## src/rtl/yuu_common_pkg.sv

```systemverilog
// Shared types for the yuu APB components.
package yuu_common_pkg;

    typedef enum bit {
        False = 1'b0,
        True  = 1'b1
    } boolean;

endpackage

```

## src/rtl/yuu_apb_mem_slave.sv

```systemverilog
// APB3/APB4 completer backed by a flop-based word memory, with per-transfer
// programmable wait states, byte-lane strobes and range/alignment errors.
module yuu_apb_mem_slave
    import yuu_common_pkg::*;
#(
    parameter int unsigned ADDR_WIDTH = 16,
    parameter int unsigned DATA_WIDTH = 32,
    parameter int unsigned DEPTH      = 64,
    parameter boolean      USE_PSTRB  = True,
    parameter boolean      ERR_EN     = True
) (
    input  logic                    pclk,
    input  logic                    presetn,
    input  logic                    psel,
    input  logic                    penable,
    input  logic                    pwrite,
    input  logic [ADDR_WIDTH-1:0]   paddr,
    input  logic [DATA_WIDTH-1:0]   pwdata,
    input  logic [DATA_WIDTH/8-1:0] pstrb,
    input  logic [3:0]              wait_cfg,
    output logic                    pready,
    output logic [DATA_WIDTH-1:0]   prdata,
    output logic                    pslverr
);

    localparam int unsigned STRB_W = DATA_WIDTH / 8;
    localparam int unsigned OFF_W  = $clog2(STRB_W);
    localparam int unsigned IDX_W  = (DEPTH > 1) ? $clog2(DEPTH) : 1;

    typedef enum logic {
        IDLE   = 1'b0,
        ACCESS = 1'b1
    } state_t;

    state_t                  state_q, state_d;
    logic [3:0]              wcnt_q, wcnt_d;
    logic [DATA_WIDTH-1:0]   mem_q [DEPTH];
    logic [DATA_WIDTH-1:0]   mem_d [DEPTH];

    logic [ADDR_WIDTH-1:0]   idx_full;
    logic [IDX_W-1:0]        idx;
    logic                    misaligned;
    logic                    out_of_range;
    logic                    access_err;

    // Address decode; the modulo only matters when errors are disabled.
    always_comb begin
        idx_full     = paddr >> OFF_W;
        misaligned   = (idx_full << OFF_W) != paddr;
        out_of_range = idx_full >= ADDR_WIDTH'(DEPTH);
        access_err   = (ERR_EN == True) && (misaligned || out_of_range);
        idx          = IDX_W'(idx_full % ADDR_WIDTH'(DEPTH));
    end

    always_comb begin
        state_d = state_q;
        wcnt_d  = wcnt_q;
        mem_d   = mem_q;
        pready  = 1'b0;
        pslverr = 1'b0;
        prdata  = '0;

        case (state_q)
            IDLE: begin
                if (psel && !penable) begin
                    wcnt_d  = wait_cfg;
                    state_d = ACCESS;
                end
            end
            ACCESS: begin
                if (!psel) begin
                    wcnt_d  = '0;
                    state_d = IDLE;
                end else if (wcnt_q != 4'd0) begin
                    wcnt_d = wcnt_q - 4'd1;
                end else if (penable) begin
                    pready  = 1'b1;
                    state_d = IDLE;
                    if (access_err) begin
                        pslverr = 1'b1;
                    end else if (pwrite) begin
                        for (int unsigned i = 0; i < STRB_W; i++) begin
                            if ((USE_PSTRB == False) || pstrb[i]) begin
                                mem_d[idx][8*i +: 8] = pwdata[8*i +: 8];
                            end
                        end
                    end else begin
                        prdata = mem_q[idx];
                    end
                end
            end
            default: state_d = IDLE;
        endcase
    end

    always_ff @(posedge pclk or negedge presetn) begin
        if (!presetn) begin
            state_q <= IDLE;
            wcnt_q  <= '0;
            mem_q   <= '{default: '0};
        end else begin
            state_q <= state_d;
            wcnt_q  <= wcnt_d;
            mem_q   <= mem_d;
        end
    end

endmodule

```

## config.mk

```make
export PLATFORM = sky130hd
export DESIGN_NAME = yuu_apb_mem_slave
export DESIGN_NICKNAME = d
export VERILOG_FILES = /design/src/rtl/yuu_common_pkg.sv /design/src/rtl/yuu_apb_mem_slave.sv
export SDC_FILE = /design/constraint.sdc
export NUM_CORES = 2
export LEC_CHECK = 0
export ABC_CLOCK_PERIOD_IN_PS = 2500
export CAP_MARGIN = 20
export CORE_MARGIN = 8
export CORE_UTILIZATION = 50
export DETAILED_ROUTE_END_ITERATION = 16
export GPL_ROUTABILITY_DRIVEN = 0
export PLACE_DENSITY = 0.8
export SKIP_LAST_GASP = 1
export SYNTH_ARGS = -nofsm -noshare
export SYNTH_HDL_FRONTEND = slang
export SYNTH_SLANG_ARGS = --single-unit
```

## constraint.sdc

```tcl
create_clock -name pclk -period 2.5 [get_ports pclk]
set_clock_uncertainty 0.2 [all_clocks]
set_input_delay 0.375 -clock pclk [delete_from_list [all_inputs] [get_ports pclk]]
set_output_delay 0.375 -clock pclk [all_outputs]
set_load 0.01 [all_outputs]
```

==> flow_metrics.py <==
metrics = {
    "floorplanning": {
        "die_x_um": 458,
        "initial_core_util": 0.502,
        "rows": 162,
        "die_h_um": 458,
        "core-area_um2": 195000,
        "fp.dieArea_um2": 210000,
        "io_pins": 95,
    },
    "yosys": {
        "synth_nets": 7018,
        "synthCells": 6956,
        "ys_top_cells_by_area": "dfrtp_1 53%, mux2_2 22%, nor2_8 4.9%",
        "ys_types": 65,
        "synth_warnings": 0,
        "post-synth-top-count-cell": "dfrtp_1",
        "ys_seq_area_frac": 0.526,
        "synth_edf_count": 0,
        "synth-seq-cells": 2053,
        "synthesis.area_um2": 97600,
        "synth_common_cells": "2,053 x dfrtp_1, 1,899 x mux2_2, 469 x a22oi_1",
        "synth_top_cell_by_area": "dfrtp_1",
        "syn_avg_cell_area_um2": 14.0,
        "synth.top_cell.area_share": 0.526,
        "synthFlopType": "dfrtp_1",
        "async_reset_ff_frac": 1.00,
    },
    "timing": {
        "slew_viol_final": 0,
        "finalHoldViolCount": 0,
        "tightest_slew_ns": 1.07,
        "min_period_over_period": 1.60,
        "worst_slack_ns": -1.50,
        "rsz0062_at_grt": "true",
        "max_freq_mhz": 250,
        "finalSetupTns_ns": -1111.79,
        "fin_crit_ns": 4.00,
        "hold_ws_ns": 0.0546,
        "setup-violations-final": 2082,
        "slew_headroom": 0.285,
    },
    "drt": {
        "via_count": 73100,
        "wire_per_inst_um": 34.3,
        "antenna_left": 0,
        "drc": 0,
        "drt_iter0_drc": 10200,
        "vias_per_cell": 6.87,
        "routed_wirelength_mm": 364,
        "dr.pass1.iters": 10,
    },
    "global_route": {
        "grt_pass1_vias": 74100,
        "grt.total_usage": 0.317,
        "antenna_found_initial": 13,
        "grt_pass1_wl_mm": 506,
        "grt_max_degree": 122,
        "overflow": 0,
    },
    "worst_setup_path": {
        "start_kind": "flip-flop",
        "cp.arrival_ns": 3.43,
        "required_ns": 1.92,
        "path_max_fanout": 2,
        "critPathKind": "reg -> out",
        "worstSetupEndpointType": "output pin",
    },
    "clocking": {
        "root_buffer": "clkbuf_16",
        "clockBufferDepth": 3,
        "clock-sinks": 2053,
        "tritoncts": "done",
        "cts_buffers": 203,
        "insertion_delay_ns": 0.88,
        "clk_pin_slew_ns": 0.06,
        "cts_max_level": 4,
    },
    "flow_run": {
        "max-cap-violations": 0,
    },
    "cells_and_area": {
        "area_growth_syn_to_layout_pct": 29.4,
        "seq_area_um2": 51400,
        "nFillCells": 12100,
        "fin_cells": 10600,
        "drive_gt1_frac": 0.519,
        "multi_input_area_um2": 49900,
        "final_nets": 7981,
    },
    "power_and_ir_drop": {
        "ir_drop_mv": 0.719,
        "total_power_uw": 71000,
        "pwr_density_cell_nw_per_um2": 562,
        "leakagePower_uw": 0.0636,
    },
    "placed_design": {
        "portBuffers": 94,
        "dpl.hpwl_mm": 225,
        "placed_cells": 10100,
    },
    "hold_path": {
        "hold_class": "in -> reg",
    },
    "status": {
        "violations": "negative setup slack",
        "status": "finished with violations",
    },
}
-- cell type report --
class                      count  area share
antenna                        7    0.000139
clock buffer                 304      0.0476
clock inverter                66     0.00860
inverter                      25    0.000743
multi-input combinational   4269       0.395
sequential                  2053       0.407
tap                         2542      0.0252
timing repair buffer        1367       0.117
-- layout by cell type (no fill, tap or decap), types with 39 or more instances in the layout --
cell and instances:
o21ai_0 79, clkbuf_8 55, nor2_8 240, mux2_4 1525
o22ai_1 155, nand2_2 47, buf_6 64, buf_4 886
clkbuf_16 210, mux4_2 39, mux2_2 537, a22o_1 86
a221oi_1 210, buf_12 278, a31oi_1 54, a21oi_1 192
a22oi_1 469, clkbuf_1 46, buf_2 40, nand2_1 61
dfrtp_1 2053, mux2i_1 129
-- stage by stage --
stage	setup WS, ns	util	instance area, um^2
5_1_grt	-1.52	0.649	126000
3_3_place_gp	-2.35	0.586	114000
6_report	-1.50	0.649	126000
2_1_floorplan	-0.185	-	101000
4_1_cts	-1.43	0.633	123000
3_5_place_dp	-2.28	0.586	114000
-- worst max-delay path: stages (launching register included) --
cell and delay, ns:
dfrtp_1 0.41, mux4_2 0.54, mux2i_1 0.15, buf_4 0.17, nor2_1 0.07, a2111oi_2 0.29
buf_2 0.22, buf_4 0.11, and3_1 0.22, a31oi_4 0.18, buf_6 0.18
-- registers in the layout, summed over array words and instances (netlist names) --
name / count
mem_q: 2048
wcnt_q: 4
state_q: 1
-- worst paths after layout --
kind	start	endpoint	slack, ns	depth (start not counted)
max	mem_q[571]	prdata[27]	-1.50	10
min	wait_cfg[3]	wcnt_q[3]	0.05	4
max reg2reg	wcnt_q[0]	mem_q[893]	-0.70	13
min reg2reg	mem_q[1008]	mem_q[1008]	0.29	1
max in group asynchronous	presetn	mem_q[1510]	1.07	3
min in group asynchronous	presetn	mem_q[640]	0.22	3
-- power breakdown --
group / switching, uW / internal (uW)
combinational: 3510 / 1440
sequential: 13.4 / 33200
clock: 14100 / 18700
total: 17600 / 53300
-- what timing repair did --
item                                     CTS  global route
gates resized for setup                  378           655
endpoints found under the setup margin  2082          2082
setup buffers                             41            50
pin swaps                                 52           152
cloned                                    10             9
hold endpoints to repair                2983             0
hold buffers                              28             0
-- routing by layer --
layer,track usage,share of wire,vias up
met2,0.462,0.43,5597
met1,0.398,0.35,37700
met4,0.228,0.096,6
li1,-,-,28100
met3,0.0997,0.13,1756
met5,0,0.00017,-
-- kinds of logic after synthesis --
family          count (synthesis)  share of synthesized area
mux                          2251                      0.268
flops                        2053                      0.526
compound gates               1430                      0.105
buf+inv                       638                     0.0305
simple gates                  583                     0.0696
fa+ha+maj                       1                   0.000128
(Power assumes the default switching activity.)
